--- src/rtl/jtpopeye_dma_sched.sv ---
// jtpopeye_dma_sched
//   Once per frame, on the rising edge of vertical blank, this block asks the
//   Z80 for its bus and copies LEN+1 bytes from CPU RAM into object RAM. It then
//   hands the bus back. All state advances on pxl_cen. The bus acknowledge is
//   sampled only on ticks where cpu_cen is also high.
//
// Ports
//   clk, rst          system clock, asynchronous active-high reset
//   pxl_cen, cpu_cen  pixel / CPU clock enables
//   VB                vertical blank
//   busak_n           Z80 bus acknowledge (active-low)
//   DD                CPU RAM read data
//   busrq_n           Z80 bus request (active-low)
//   AD, dma_cs        CPU RAM read address and DMA-owned chip select
//   obj_addr/_data/_we object RAM write port; the strobe is one clk wide
//   busy              high in any state other than IDLE
//   done, abort       one-clk pulses: transfer finished / transfer abandoned
//   dbg_state         current FSM state, for observation only
//
// Handshake: the bus is ours from the first cpu_cen tick that sees busak_n low
// while busrq_n is low. It is given back by raising busrq_n. We do not return
// to IDLE until a cpu_cen tick sees busak_n high again.
module jtpopeye_dma_sched #(
  parameter int          AW   = 10,
  parameter int unsigned LEN  = 10'h3FF,
  parameter logic [15:0] TOUT = 16'd512
) (
  input  logic          clk,
  input  logic          rst,
  input  logic          pxl_cen,
  input  logic          cpu_cen,
  input  logic          VB,
  input  logic          busak_n,
  input  logic [7:0]    DD,
  output logic          busrq_n,
  output logic [AW-1:0] AD,
  output logic          dma_cs,
  output logic [AW-1:0] obj_addr,
  output logic [7:0]    obj_data,
  output logic          obj_we,
  output logic          busy,
  output logic          done,
  output logic          abort,
  output logic [1:0]    dbg_state
);

  localparam logic [AW-1:0] LAST = AW'(LEN);

  typedef enum logic [1:0] {
    IDLE = 2'd0,
    REQ  = 2'd1,
    XFER = 2'd2,
    REL  = 2'd3
  } state_t;

  state_t        state, state_nx;
  logic          vb_l, vb_l_nx;
  // armed stays low until the first pxl_cen after reset. This means a VB that
  // is already high when reset is released is not seen as a rising edge.
  logic          armed, armed_nx;
  logic [15:0]   tout, tout_nx;
  logic          phase, phase_nx;
  logic          busrq_nx, dma_cs_nx, we_nx, done_nx, abort_nx;
  logic [AW-1:0] ad_nx, oaddr_nx;
  logic [7:0]    odata_nx;
  logic          vb_rise;

  assign vb_rise   = VB & ~vb_l & armed;
  assign busy      = (state != IDLE);
  assign dbg_state = state;

  always_ff @(posedge clk or posedge rst) begin
    if (rst) begin
      state    <= IDLE;
      vb_l     <= 1'b0;
      armed    <= 1'b0;
      tout     <= '0;
      phase    <= 1'b0;
      busrq_n  <= 1'b1;
      dma_cs   <= 1'b0;
      AD       <= '0;
      obj_addr <= '0;
      obj_data <= '0;
      obj_we   <= 1'b0;
      done     <= 1'b0;
      abort    <= 1'b0;
    end else begin
      state    <= state_nx;
      vb_l     <= vb_l_nx;
      armed    <= armed_nx;
      tout     <= tout_nx;
      phase    <= phase_nx;
      busrq_n  <= busrq_nx;
      dma_cs   <= dma_cs_nx;
      AD       <= ad_nx;
      obj_addr <= oaddr_nx;
      obj_data <= odata_nx;
      obj_we   <= we_nx;
      done     <= done_nx;
      abort    <= abort_nx;
    end
  end

  always_comb begin
    // Pulse outputs default low, so each pulse lasts exactly one clk.
    state_nx  = state;
    vb_l_nx   = vb_l;
    armed_nx  = armed;
    tout_nx   = tout;
    phase_nx  = phase;
    busrq_nx  = busrq_n;
    dma_cs_nx = dma_cs;
    ad_nx     = AD;
    oaddr_nx  = obj_addr;
    odata_nx  = obj_data;
    we_nx     = 1'b0;
    done_nx   = 1'b0;
    abort_nx  = 1'b0;
    if (pxl_cen) begin
      vb_l_nx  = VB;
      armed_nx = 1'b1;
      case (state)
        IDLE: begin
          if (vb_rise) begin
            state_nx = REQ;
            busrq_nx = 1'b0;
            tout_nx  = '0;
          end
        end
        REQ: begin
          // Losing VB or running out of time takes priority over an ack
          // that arrives on the same tick.
          if (!VB || tout == TOUT) begin
            state_nx  = REL;
            abort_nx  = 1'b1;
            busrq_nx  = 1'b1;
            dma_cs_nx = 1'b0;
          end else if (cpu_cen && !busak_n) begin
            state_nx  = XFER;
            dma_cs_nx = 1'b1;
            ad_nx     = '0;
            phase_nx  = 1'b0;
          end else begin
            tout_nx = tout + 16'd1;
          end
        end
        XFER: begin
          if (!VB) begin
            state_nx  = REL;
            abort_nx  = 1'b1;
            busrq_nx  = 1'b1;
            dma_cs_nx = 1'b0;
          end else if (!phase) begin
            // Phase 0 gives the RAM one tick with AD held steady.
            phase_nx = 1'b1;
          end else begin
            oaddr_nx = AD;
            odata_nx = DD;
            we_nx    = 1'b1;
            if (AD == LAST) begin
              state_nx  = REL;
              done_nx   = 1'b1;
              busrq_nx  = 1'b1;
              dma_cs_nx = 1'b0;
            end else begin
              ad_nx    = AD + 1'b1;
              phase_nx = 1'b0;
            end
          end
        end
        REL: begin
          busrq_nx  = 1'b1;
          dma_cs_nx = 1'b0;
          if (cpu_cen && busak_n) state_nx = IDLE;
        end
        default: state_nx = IDLE;
      endcase
    end
  end

endmodule
--- config.mk ---
export PLATFORM = sky130hd
export DESIGN_NAME = jtpopeye_dma_sched
export DESIGN_NICKNAME = d
export VERILOG_FILES = /design/src/rtl/jtpopeye_dma_sched.sv
export SDC_FILE = /design/constraint.sdc
export NUM_CORES = 1
export LEC_CHECK = 0
export CORE_MARGIN = 4
export CORE_UTILIZATION = 32
export CTS_CLUSTER_DIAMETER = 60
export DETAILED_ROUTE_END_ITERATION = 8
export GPL_TIMING_DRIVEN = 0
export SETUP_SLACK_MARGIN = 0.3
export SYNTH_ARGS = -nofsm -noshare
export SYNTH_HDL_FRONTEND = slang
export SYNTH_SLANG_ARGS = --single-unit
--- constraint.sdc ---
create_clock -name clk -period 2.94 [get_ports clk]
set_input_delay 0.588 -clock clk [delete_from_list [all_inputs] [get_ports clk]]
set_output_delay 0.588 -clock clk [all_outputs]
set_load 0.02 [all_outputs]
After elaboration in Yosys (flattened, before gate mapping):

Index checks and enable logic that the tools add are counted.

* output and inout port bits: 36
* bits in registers: 54
* input port bits: 14
* logic and storage cells: 100

* add/subtract/negate cells: 2
* equal/unequal tests: 17
* reductions and logical operators: 17
* muxes and demuxes: 48
* bitwise gates (word level): 3

Operators with widths (number)
* 10-bit 2-to-1 mux: 5
* 16-bit 2-to-1 mux: 3
* 16-bit case mux with 2 select lines: 1
* 1-bit 2-to-1 mux: 26
* 10-bit case mux with 2 select lines: 1
* 5-bit AND reduction: 4
* 2-bit inequality test (second input constant): 9
* 16-bit by 1-bit adder with 16-bit output (second input constant): 1
* 16-bit by 10-bit == test with 1-bit output (second input constant): 1
* 2-bit 2-to-1 mux: 7
* 10-bit by 1-bit adder with 10-bit output (second input constant): 1
* 10-bit == test (second input constant): 1
* 3-bit inequality test (second input constant): 3
* 2-bit case mux with 4 select lines: 1
* 7-bit AND reduction: 1
* 6-bit AND reduction: 1
* 2-bit nonzero test: 3
* 2-bit == test (second input constant): 2
* 1-bit case mux with 2 select lines: 2
* 1-bit case mux with 4 select lines: 1
* 4-bit AND reduction: 1
* 1-bit case mux with 3 select lines: 1
* 3-bit nonzero test: 1
* 1-bit AND: 2
* other kinds (6): 8

Longest topological paths before layout:

* depth after elaboration: 6
* depth in mapped cells: 8
* depth with buffers taken out: 7

Worst setup path after synthesis:

OpenSTA, ideal clock, no wires.

* path kind: register to register
* from: reg AD[0]
* to: reg state[1] (netlist: dbg_state[1])
* library setup time: 125 ps
* data required time: 2815 ps
* slack: 765 ps
* buffers on the path: 0
* stages on the path, launching flop included: 7
* data arrival time: 2050 ps
* period minus slack after synthesis: 2175 ps
* path through: dfrtp_1 ha_1 nand3_1 nor4_1 o21ai_0 or3_4 mux2_4

* longest elaborated chain between the ends: 3

Ends and longest elaborated chain
* from (decl): RTL line 36 `output logic [AW-1:0] AD,`
* from (signal assigned): RTL line 95 `AD <= ad_nx;`
* 10-bit == test: RTL line 160 `if (AD == LAST) begin`
* 3-bit inequality test (no line)
* 6-bit AND reduction (no line)
* to (signal assigned): RTL line 88 `state <= state_nx;`
* to (decl): RTL line 56 `state_t state, state_nx;`

No other way between the ends.
A chain may end at the register's enable or synchronous reset.

Final worst setup path:

* from: reg state[0] (netlist: dbg_state[0])
* to: out busy

* longest elaborated chain between the ends: 1

Ends and longest elaborated chain
* 2-bit nonzero test: RTL line 69 `assign busy = (state != IDLE);`
* to (decl): RTL line 41 `output logic busy,`

No other way between the ends.

==> reports/results.ini <==
[setup_path]
worst_r2r_endpoint=dbg_state[1]
cp-start-kind=flop
startpoint=dbg_state[0]
rrSetupSlack_ps=490
crit_fanout=6
cp.arrival_ps=1880
end_kind=output pin
critical_path_class=reg -> out
cp.required_ps=2350
rr_startpoint=AD[0]
reg2reg_depth=6

[detailed_routing]
first_pass_iters=5
vias=2437
antenna_left=0
wl_per_cell_um=14.6
drtIter0Drc=106
drc=0
viasPerCell=5.20
totalWireLength_um=6870

[floorplan]
initial_core_util_pct=32.9
rows=34
die_x_um=103
dieArea_um2=10500
coreArea_um2=8720
io_pins=50
die_h_um=103

[placement]
post-place-ws_ps=139
port-buffer-count=47
dp.cells=461
hpwl_um=5160
gp_congestion=0.797

[synth]
syn-num-nets=326
syn_avg_cell_area_um2=9.39
synth-main-ff-cell=dfrtp_1
synthTopCellsByArea=dfrtp_1, nand2_1, ha_1
synth_top_area_share_pct=46.3
ys_top_cells_by_count=nand2_1, dfrtp_1, nand3_1
synthArstFlopShare_pct=100
syn_area_um2=2870
synth_top_area_cell=dfrtp_1
synth_seq_cells=54
synth_edf_count=0
syn_inst=305
synthDistinctLibCells=57
ys_seq_area_share_pct=47.2
ys_warn_count=0
synth.most_common_cell=nand2_1

[finish]
multi_input_area_um2=1400
syn2layout_area_growth_pct=25.3
fillCellCount=868
n_antenna_cell=0
drive_gt1_share_pct=8.03
final_cells=469
seq_area_um2=1350
nets=381
fin_util_pct=41.2

[timing]
slew_violations=0
setup_viol=0
period_needed_ps=2470
finalCritPeriodShare_pct=84.1
fin_ws_ps=467
fin_skew_ps=13.3
max_freq_mhz=404
worstMarginPinSlew_ps=669
slew_headroom_pct=54.9
rsz0062_at_grt=false
timing.final.hold_violations=0

[grt]
first_global_vias=2469
grtUsageTotal_pct=14.1
grt_first_pass_wirelength_um=12000
grt.overflow.total=0
antenna_found_initial=0
grt_max_degree=39

[power_and_ir_drop]
clockPowerShare_pct=18.3
combPwrFrac_pct=41.2
switchingPower_mw=0.966
seqPwrFrac_pct=40.5
sw_frac_of_total_pct=39.2
powerDensity_nw_per_um2=686
p_leak_nw=1.62
irDropWorstVdd_uv=334
internal-power_mw=1.50

[clock_network]
htreeDepth=2
tritoncts=built
cts_root_buf=clkbuf_8
cts_buffer_depth=2
cts_setup_buffers=0
hold_buffers=0
clk_pin_slew_worst_paths_ps=100
cts.sinks=54
cts_resized=0
numCtsBuffers=5
clk_latency_ps=320

[min_path]
worstHoldStart=armed
worstHoldPathCells=1
min_to=armed
hold_path.class=reg -> reg

[job]
cap_violations=0

[outcome]
outcome=finished clean

-- through the flow --
step | TNS (ps) | total power, mW | area (um^2) | hold slack, ps
final | 0 | 2.46 | 3590 | 476
after detailed placement | 0 | 2.03 | 3490 | 454
after CTS | 0 | 2.50 | 3590 | 480
after global routing | 0 | 2.64 | 3590 | 502
after global placement | -4850 | 2.01 | 3470 | 450
after floorplan | 0 | 1.60 | 2870 | 437
-- cell families (layout without fill, tap and decap cells) --
group	count (synthesis)	after routing	share of synthesized area, %
AO/OA/AOI/OAI	61	61	15.9
XOR/XNOR	3	3	0.917
flip-flops	54	54	47.2
multiplexers	5	5	2.01
AND/OR/NAND/NOR	148	148	26.9
buffers and inverters	27	83	4.02
adder cells (fa/ha/maj)	7	7	3.06
-- state kept, by name, indices dropped and copies added, names as in the netlist --
signal     flops
obj_we         1
tout          16
done           1
phase          1
obj_data       8
obj_addr      10
armed          1
dma_cs         1
abort          1
vb_l           1
AD            10
busrq_n        1
dbg_state      2
-- power by group through the flow --
stage | Sequential, mW | Clock [mW] | Combinational, mW
2_1_floorplan | 1.13 | 0 | 0.471
3_3_place_gp | 1.01 | 0 | 1.00
3_5_place_dp | 1.01 | 0 | 1.02
4_1_cts | 0.999 | 0.473 | 1.02
5_1_grt | 1.02 | 0.507 | 1.12
6_report | 0.997 | 0.451 | 1.01
-- worst max-delay path: stages (launching register included) --
cell,delay [ps]
dfrtp_1,460
inv_1,90
ha_1,230
inv_1,160
clkdlybuf4s50_1,630
-- worst max-delay path by stage --
stage and to:
2_1_floorplan dbg_state[1], 3_3_place_gp AD[7], 3_5_place_dp AD[8], 4_1_cts AD[0], 5_1_grt busy, 6_report busy
-- layout by cell type (no fill, tap or decap), types with 3 or more instances in the layout --
master            n
clkbuf_8          5
and4_1            3
nor3_1           10
nand2b_1          5
o211ai_1          3
a22o_1            4
dfrtp_1          53
and2_1            4
clkbuf_1          5
nor4_1            3
a211o_1           6
inv_1            13
nand3_1          17
nand2_1          66
inv_6             3
clkdlybuf4s50_1  47
nor2_1           11
and3_1            9
o21ai_0          15
buf_2             4
nand4_1           7
ha_1              7
a21oi_1           6
or3_1             3
-- routing by layer --
layer / track usage [%] / vias up / share of wire, %
met5: 0 / - / 0
met4: 2.62 / 0 / 0.73
met3: 4.33 / 6 / 4.8
met2: 23.7 / 43 / 49
met1: 18.1 / 1178 / 46
li1: - / 1210 / -
-- cell type report --
class                           instances  area share, %
Buffer                                 12           1.64
Clock buffer                            5           1.92
Clock inverter                          3          0.732
Inverter                               15           1.57
Multi-Input combinational cell        224           39.1
Sequential cell                        54           37.7
Tap cell                              108           3.76
Timing Repair Buffer                   48           13.7
Note: power is estimated with default switching activity, not from simulation.
